**src/rtl/lfsr_pkg.sv**
```systemverilog
// Shared types, defaults and the single-step LFSR function for the grant scheduler.
package lfsr_pkg;

  localparam int LFSR_W = 4;

  typedef logic [LFSR_W-1:0] lfsr_t;

  localparam lfsr_t SEED_DEF = 4'b0001;
  localparam lfsr_t TAPS_DEF = 4'b1100;  // x^4 + x^3 + 1

  typedef enum logic {
    IDLE  = 1'b0,
    GRANT = 1'b1
  } state_e;

  // Fibonacci step: shift left, feedback is the parity of the tapped bits.
  function automatic lfsr_t lfsr_next(input lfsr_t state, input lfsr_t taps);
    return {state[LFSR_W-2:0], ^(state & taps)};
  endfunction

endpackage

```
**src/rtl/lfsr_core.sv**
```systemverilog
// LFSR register: synchronous reset to SEED, load of an already-sanitised value, single step.
module lfsr_core
  import lfsr_pkg::*;
#(
  parameter lfsr_t SEED = SEED_DEF,
  parameter lfsr_t TAPS = TAPS_DEF
) (
  input  logic  clk_i,
  input  logic  rst_i,
  input  logic  step_i,
  input  logic  load_i,
  input  lfsr_t load_value_i,
  output lfsr_t state_o
);

  lfsr_t state_q, state_d;

  always_comb begin
    state_d = state_q;
    if (load_i) begin
      state_d = load_value_i;
    end else if (step_i) begin
      state_d = lfsr_next(state_q, TAPS);
    end else begin
      state_d = state_q;
    end
  end

  always_ff @(posedge clk_i) begin
    if (rst_i) begin
      state_q <= SEED;
    end else begin
      state_q <= state_d;
    end
  end

  assign state_o = state_q;

endmodule

```
**src/rtl/lfsr_grant_scheduler.sv**
```systemverilog
// Round-robin arbiter handing the shared LFSR word to one requester per grant;
// the LFSR advances once per grant and can be reseeded while idle.
module lfsr_grant_scheduler
  import lfsr_pkg::*;
#(
  parameter int    NUM_REQ = 4,
  parameter int    WIDTH   = LFSR_W,  // must equal LFSR_W
  parameter lfsr_t SEED    = SEED_DEF,
  parameter lfsr_t TAPS    = TAPS_DEF
) (
  input  logic               clk_i,
  input  logic               rst_i,
  input  logic [NUM_REQ-1:0] req_i,
  input  logic               seed_load_i,
  input  logic [WIDTH-1:0]   seed_in_i,
  output logic [NUM_REQ-1:0] grant_o,
  output logic [WIDTH-1:0]   value_o,
  output logic               value_valid_o,
  output logic               busy_o
);

  localparam int PTR_W = (NUM_REQ > 1) ? $clog2(NUM_REQ) : 1;

  state_e             state_q, state_d;
  logic [PTR_W-1:0]   rr_ptr_q, rr_ptr_d;
  logic [PTR_W-1:0]   winner_q, winner_d;
  logic [NUM_REQ-1:0] grant_q, grant_d;
  lfsr_t              value_q, value_d;
  logic               valid_q, valid_d;
  logic               busy_q, busy_d;

  lfsr_t lfsr_s;
  lfsr_t load_value_s;
  logic  step_s;
  logic  load_s;

  // First requester at or above ptr, wrapping around; ptr itself if none is set.
  function automatic logic [PTR_W-1:0] rr_pick(input logic [NUM_REQ-1:0] req,
                                               input logic [PTR_W-1:0]   ptr);
    logic [PTR_W-1:0] pick;
    logic             found;
    int               idx;
    pick  = ptr;
    found = 1'b0;
    for (int i = 0; i < NUM_REQ; i++) begin
      idx = (int'(ptr) + i) % NUM_REQ;
      if (!found && req[idx]) begin
        pick  = PTR_W'(idx);
        found = 1'b1;
      end
    end
    return pick;
  endfunction

  lfsr_core #(
    .SEED (SEED),
    .TAPS (TAPS)
  ) u_lfsr_core (
    .clk_i        (clk_i),
    .rst_i        (rst_i),
    .step_i       (step_s),
    .load_i       (load_s),
    .load_value_i (load_value_s),
    .state_o      (lfsr_s)
  );

  always_comb begin
    state_d      = state_q;
    rr_ptr_d     = rr_ptr_q;
    winner_d     = winner_q;
    grant_d      = '0;
    value_d      = '0;
    valid_d      = 1'b0;
    busy_d       = 1'b0;
    step_s       = 1'b0;
    load_s       = 1'b0;
    // An all-zero seed would lock the LFSR, so it is replaced by SEED.
    load_value_s = (seed_in_i == '0) ? SEED : lfsr_t'(seed_in_i);
    case (state_q)
      IDLE: begin
        if (seed_load_i) begin
          load_s = 1'b1;
        end else if (|req_i) begin
          winner_d = rr_pick(req_i, rr_ptr_q);
          state_d  = GRANT;
          grant_d  = {{(NUM_REQ-1){1'b0}}, 1'b1} << winner_d;
          value_d  = lfsr_s;
          valid_d  = 1'b1;
          busy_d   = 1'b1;
        end else begin
          state_d = IDLE;
        end
      end
      GRANT: begin
        step_s   = 1'b1;
        rr_ptr_d = PTR_W'((int'(winner_q) + 1) % NUM_REQ);
        state_d  = IDLE;
      end
      default: begin
        state_d = IDLE;
      end
    endcase
  end

  always_ff @(posedge clk_i) begin
    if (rst_i) begin
      state_q  <= IDLE;
      rr_ptr_q <= '0;
      winner_q <= '0;
      grant_q  <= '0;
      value_q  <= '0;
      valid_q  <= 1'b0;
      busy_q   <= 1'b0;
    end else begin
      state_q  <= state_d;
      rr_ptr_q <= rr_ptr_d;
      winner_q <= winner_d;
      grant_q  <= grant_d;
      value_q  <= value_d;
      valid_q  <= valid_d;
      busy_q   <= busy_d;
    end
  end

  assign grant_o       = grant_q;
  assign value_o       = WIDTH'(value_q);
  assign value_valid_o = valid_q;
  assign busy_o        = busy_q;

endmodule

```
**config.mk**
```make
export PLATFORM = sky130hd
export DESIGN_NAME = lfsr_grant_scheduler
export DESIGN_NICKNAME = d
export VERILOG_FILES = /design/src/rtl/lfsr_pkg.sv /design/src/rtl/lfsr_core.sv /design/src/rtl/lfsr_grant_scheduler.sv
export SDC_FILE = /design/constraint.sdc
export NUM_CORES = 1
export LEC_CHECK = 0
export CAP_MARGIN = 0
export CORE_MARGIN = 8
export CORE_UTILIZATION = 45
export CTS_CLUSTER_SIZE = 8
export DETAILED_ROUTE_END_ITERATION = 12
export DONT_BUFFER_PORTS = 1
export HOLD_SLACK_MARGIN = 0.05
export MAX_ROUTING_LAYER = met4
export SYNTH_ARGS = -nofsm -noshare
export SYNTH_HDL_FRONTEND = slang
export SYNTH_SLANG_ARGS = --single-unit
```
**constraint.sdc**
```tcl
create_clock -name clk_i -period 1.7 [get_ports clk_i]
set_input_delay 0.255 -clock clk_i [delete_from_list [all_inputs] [get_ports clk_i]]
set_output_delay 0.255 -clock clk_i [all_outputs]
set_load 0.03 [all_outputs]
```
==> reports/results.txt, run 1 <==
Tot GR Track Use -> 0.09408
Crit Reg-Reg Endpoint -> grant_o[2]
Die X -> 56.44 um
TritonCTS Buffers -> 3
I/O pin count -> 21
Worst skew pair latency -> 290 ps
Outcome -> completed
Die span in y -> 56.44 um
Post-synthesis register bit count -> 17
Number of global-route vias before repair -> 535
CTS clock-pin slew for the worst setup and hold paths -> 90 ps
Die footprint -> 0.003185 mm^2
Relative slew slack -> 0.8007
Wirelength per Cell -> 13.68 um
DRT iter0 DRCs -> 3
Layout area overhead -> 7.313%
Clock root cell -> clkbuf_4
Maximum root-to-sink buffer count -> 2
Min-Delay Path Class -> primary input to flip-flop
Core Box Area -> 0.001524 mm^2
Post-Route WL -> 1.327 mm
CTS-repair resized insts -> 0
DRC -> 0
RSZ-0062 raised after global routing -> no
Vias post-DR -> 535
Commonest non-fill, non-tap cell in the layout -> dfxtp_1
R2R Path Start -> rr_ptr_q[1]
Final min period -> 1382 ps
Seq/Total Area, Yosys -> 0.4626
Synth warn -> 0
LEAKAGE -> 0.3144 nW
Largest net degree at the start of global routing -> 14
Final worst slack -> 317.8 ps
Most frequent cells in the layout -> dfxtp_1 (17), nor2_1 (11), a21oi_1 (6), nor2b_1 (5)
# rows -> 14
PwrDens -> 955.3 mW/mm^2
Crit path arrival time -> 1130 ps
WS Path Type -> flip-flop to primary output
Max Freq -> 723.5 MHz
CP required -> 1440 ps
Met2 routed WL -> 613 um
Post-Syn Instances -> 78
Crit end category -> primary output
Max cap viols -> 0
Via density -> 5.515
Layout Cells excl Fill -> 97
Peak VDD IR -> 0.4790 mV
Fin nets -> 93
First-pass GRT wire length -> 2.373 mm
Number of library cell types mapped by synthesis -> 29
Antenna Cells -> 0
Final setup fails -> 0
FF-to-FF path depth -> 4
R2R Setup Slk -> 440 ps
CTS Sinks -> 17
Top Layer Used -> met3
Post-CTS Setup Bufs -> 0
Input/output buffers -> 0
Met3 wire len -> 124 um
Gp weighted congestion -> 0.7974
Initial core utilization -> 0.4828
Crit. Startpoint -> state_q
Worst-path fanout max -> 13
Fin crit share -> 0.8130
H-tree levels -> 1
Syn_nets -> 89
Met1 wire length -> 589 um
Synth Area per Inst -> 9.432 um^2
Layout cells sized above 1 -> 0.1481
ANT nets after route -> 0
CP startpoint kind -> flip-flop
Hold WS -> 79.87 ps
TritonCTS clock tree -> done
Router iterations before antenna repair -> 4
Global route overflow -> 0
Initial antenna violation count -> 0
CP Capture Point -> busy_o
Place WS -> 465.0 ps
Post-Syn Area -> 735.7 um^2
Endpoints failing hold -> 0
Post-Layout Inst Area -> 789.5 um^2
Worst-Margin Slew -> 298.5 ps
Placed cells -> 92
Final setup TNS -> 0 ps
Slew Viols, Final -> 0
Post-Place Cell Area -> 752.0 um^2
Clock Skew -> 4.034 ps
-- worst max-delay path, stage by stage, from the launching register on --
cell	delay, ps
dfxtp_1	390
buf_4	210
buf_4	240
-- cells in the mapped netlist --
library cell | number | area (um^2)
nor2_2 | 1 | 6.260
nor3b_1 | 2 | 15.01
inv_2 | 1 | 3.750
nor2b_1 | 5 | 31.28
a21o_1 | 1 | 7.510
o2111ai_2 | 1 | 15.01
clkinv_4 | 1 | 8.760
nor3_1 | 1 | 5.000
xnor2_1 | 1 | 8.760
buf_4 | 1 | 7.510
nand2b_1 | 2 | 12.51
mux2i_1 | 3 | 30.03
o211a_1 | 1 | 10.01
nor2_1 | 11 | 41.29
clkbuf_1 | 3 | 11.26
o311ai_1 | 1 | 8.760
o21bai_1 | 2 | 15.01
o21ai_1 | 4 | 20.02
a211oi_4 | 1 | 20.02
and2_1 | 4 | 25.02
a2bb2oi_1 | 1 | 8.760
nand2_1 | 1 | 3.750
a211oi_1 | 2 | 15.01
nand2b_4 | 1 | 13.76
dfxtp_1 | 17 | 340.3
xor2_1 | 1 | 8.760
a21oi_1 | 6 | 30.03
o21ai_0 | 1 | 5.000
o211ai_1 | 1 | 7.510
-- where the power goes --
| group | switching [mW] | internal [mW] |
|---|---|---|
| Clock | 0.120 | 0.0874 |
| Sequential | 0.0305 | 0.420 |
| Combinational | 0.0493 | 0.0468 |
-- timing repair --
item                       in CTS  in global routing
hold endpoints to repair        6                  0
setup endpoints to repair       0                  0
hold buffers                    1                  0
-- how the worst min path moves through the flow --
stage               cells past startpoint                   start                     end  slack [ps]
floorplan                               1  u_lfsr_core.state_o[0]              value_o[0]         450
global placement                        1                   rst_i  u_lfsr_core.state_o[1]         330
detailed placement                      1                   rst_i             winner_q[1]         330
CTS                                     2                   rst_i  u_lfsr_core.state_o[0]          70
global route                            2                   rst_i  u_lfsr_core.state_o[0]          80
finish                                  2                   rst_i  u_lfsr_core.state_o[0]          80
-- metal layers --
metal,up-vias,track usage
met2,14,0.1348
met3,0,0.06517
li1,273,-
met5,-,-
met1,248,0.1048
met4,0,0.02062
-- sequential cells by signal (all words and copies together) (netlist names) --
name                 flops
grant_o                  4
u_lfsr_core.state_o      4
value_o                  4
rr_ptr_q                 2
winner_q                 2
state_q                  1
-- cell type report --
cell class	count	area (um^2)
flip-flops and latches	17	340.3
multi-input cells	55	364.1
well taps	16	20.02
inverters	2	12.51
repair buffers	3	25.02
fillers	149	734.5
clock buffers	3	22.52
clock inverters	1	5.005
-- logic make-up (layout without fill, tap and decap cells) --
| group | count (synthesis) | after routing | share of synthesized area |
|---|---|---|---|
| AND/OR/NAND/NOR | 28 | 28 | 0.2092 |
| AO/OA/AOI/OAI | 22 | 22 | 0.2211 |
| flip-flops | 17 | 17 | 0.4626 |
| buffers and inverters | 6 | 9 | 0.04252 |
| multiplexers | 3 | 3 | 0.04082 |
| XOR/XNOR | 2 | 2 | 0.02381 |
-- stage by stage --
| stage | utilization | total power [mW] |
|---|---|---|
| after floorplan | - | 0.5429 |
| after global placement | 0.4934 | 0.5533 |
| after detailed placement | 0.4934 | 0.5546 |
| after CTS | 0.5181 | 0.7684 |
| after global routing | 0.5181 | 0.8056 |
| final | 0.5181 | 0.7542 |
(Power assumes the default switching activity.)
==> inputs of run 2 (changes only) <==
clock period = 1.4 ns   (was 1.7 ns; I/O delays follow)
==> run 2 against run 1 <==
Effect of this change: die area is the same; cell count is the same; via count fell by 0.19%; sequential power up 21%; hold slack better by 16 ps; critical endpoint unchanged.
==> reports/results.txt, run 2 (same netlist as run 1, synthesis figures left out) <==
CP startpoint kind -> flip-flop
Final Util -> 0.5205 (+0.002463)
Endpoints failing hold -> 0 (unchanged)
WP buf/inv -> 2 (unchanged)
R2R Path Start -> rr_ptr_q[1]
Largest net degree at the start of global routing -> 14 (unchanged)
DRC -> 0 (unchanged)
Antenna Cells -> 0 (unchanged)
Global route overflow -> 0 (unchanged)
Total Power -> 0.9147 mW (+21%)
Input/output buffers -> 0 (unchanged)
Core Box Area -> 0.001524 mm^2 (unchanged)
Initial antenna violation count -> 0 (unchanged)
Place WS -> 176.6 ps (-288.4 ps)
Commonest non-fill, non-tap cell in the layout -> dfxtp_1
Layout Cells excl Fill -> 97 (unchanged)
Crit path depth -> 2 (unchanged)
CP required -> 1190 ps (-250 ps)
Final setup fails -> 0 (unchanged)
Max incr delay on CP -> 390 ps (about the same)
WS Path Type -> flip-flop to primary output
DRT iter0 DRCs -> 7 (+4)
Max Freq -> 778.2 MHz
Worst path cell trace -> buf_4, buf_6
CTS Sinks -> 17 (unchanged)
LEAKAGE -> 0.3153 nW (+0.29%)
Vias post-DR -> 534 (-0.19%)
Clock Skew -> 2.857 ps (-1.177 ps)
Layout cells sized above 1 -> 0.1481 (unchanged)
FF-to-FF path depth -> 4 (unchanged)
RSZ-0062 raised after global routing -> no
TritonCTS clock tree -> done
PwrDens -> 1153 mW/mm^2 (+21%)
Final worst slack -> 115.0 ps (-202.8 ps)
Most frequent cells in the layout -> dfxtp_1 (17), nor2_1 (11), a21oi_1 (6), nor2b_1 (5)
Crit Reg-Reg Endpoint -> grant_o[2]
Peak VDD IR -> 0.8118 mV (+69%)
Die span in y -> 56.44 um (unchanged)
Crit. Startpoint -> state_q
Via density -> 5.505 (-0.19%)
Crit end category -> primary output
Worst-path fanout max -> 13 (unchanged)
Maximum root-to-sink buffer count -> 2 (unchanged)
Post-Place Cell Area -> 752.0 um^2 (unchanged)
Max cap viols -> 0 (unchanged)
Outcome -> completed
Clock root cell -> clkbuf_4
HPWL after DPL -> 1.033 mm
Hold WS -> 95.77 ps (+15.91 ps)
Slew Viols, Final -> 0 (unchanged)
Post-CTS Setup Bufs -> 0 (unchanged)
Die footprint -> 0.003185 mm^2 (unchanged)
Crit path arrival time -> 1070 ps (-60 ps)
H-tree levels -> 1 (unchanged)
# rows -> 14 (unchanged)
Final setup TNS -> 0 ps (unchanged)
CP max stage cell -> dfxtp_1
Tot GR Track Use -> 0.08850 (-0.005589)
Wirelength per Cell -> 13.32 um (-2.6%)
TritonCTS Buffers -> 3 (unchanged)
Number of global-route vias before repair -> 509 (-4.9%)
Worst-Margin Slew -> 298.3 ps (-0.2459 ps)
Layout area overhead -> 7.823%
Fillers -> 150 (+0.67%)
I/O pin count -> 21 (unchanged)
Worst skew pair latency -> 280 ps (about the same)
Router iterations before antenna repair -> 4 (unchanged)
Fin crit share -> 0.9178
Placed cells -> 92 (unchanged)
Final min period -> 1285 ps
Gp weighted congestion -> 0.7959 (-0.19%)
Fin nets -> 93 (unchanged)
Relative slew slack -> 0.8009 (about the same)
Die X -> 56.44 um (unchanged)
Min-Delay Path Class -> primary input to flip-flop
R2R Setup Slk -> 160 ps (-280 ps)
ANT nets after route -> 0 (unchanged)
Post-Layout Inst Area -> 793.3 um^2 (+0.48%)
Post-Route WL -> 1.292 mm (-2.6%)
Cell family with most CP delay -> buffers and inverters
CP Capture Point -> busy_o
CTS clock-pin slew for the worst setup and hold paths -> 90 ps (about the same)
Initial core utilization -> 0.4828 (unchanged)
First-pass GRT wire length -> 2.283 mm (-3.8%)
==> run 2: power by group <==
part / total, mW / internal, mW / switching, mW
combinational: 0.118 / 0.0578 / 0.0605
sequential: 0.547 / 0.510 / 0.0365
clock: 0.249 / 0.106 / 0.143
total: 0.915 / 0.674 / 0.240
==> run 2: layer usage <==
layer,GRT usage,vias to the layer above,share of wire
met3,0.06517,2,0.10
met5,-,-,0
li1,-,275,-
met4,0.01031,0,0.0054
met2,0.1285,15,0.44
met1,0.09832,242,0.46
==> run 2: worst min path at each step <==
stage | slack (ps) | startpoint | cells after the start | end
2_1_floorplan | 420 | req_i[3] | 2 | grant_o[3]
3_3_place_gp | 280 | rst_i | 1 | winner_q[1]
3_5_place_dp | 280 | rst_i | 1 | winner_q[1]
4_1_cts | 90 | rst_i | 2 | winner_q[0]
5_1_grt | 110 | rst_i | 2 | winner_q[0]
6_report | 100 | rst_i | 2 | winner_q[0]
==> run 2: area by class of cell <==
| class | count | area (um^2) | share of cell area |
|---|---|---|---|
| clock buffer | 3 | 22.52 | 0.02839 |
| timing repair buffer | 3 | 28.78 | 0.03628 |
| inverter | 2 | 12.51 | 0.01577 |
| multi-input combinational | 55 | 364.1 | 0.4590 |
| sequential | 17 | 340.3 | 0.4290 |
| clock inverter | 1 | 5.005 | 0.006309 |
| tap | 16 | 20.02 | 0.02524 |
==> run 2: what timing repair did <==
action,CTS,global route
gates resized for setup,0,1
endpoints found under the setup margin,0,2
hold endpoints to repair,7,0
hold buffers,1,0
==> run 2: worst reg2reg max path: cells and delay by family, from the launching register on <==
| family | cells | cell delay, ps |
|---|---|---|
| DFF | 1 | 430 |
| AOI/OAI and AO/OA | 2 | 340 |
| and+or+nand+nor | 2 | 400 |
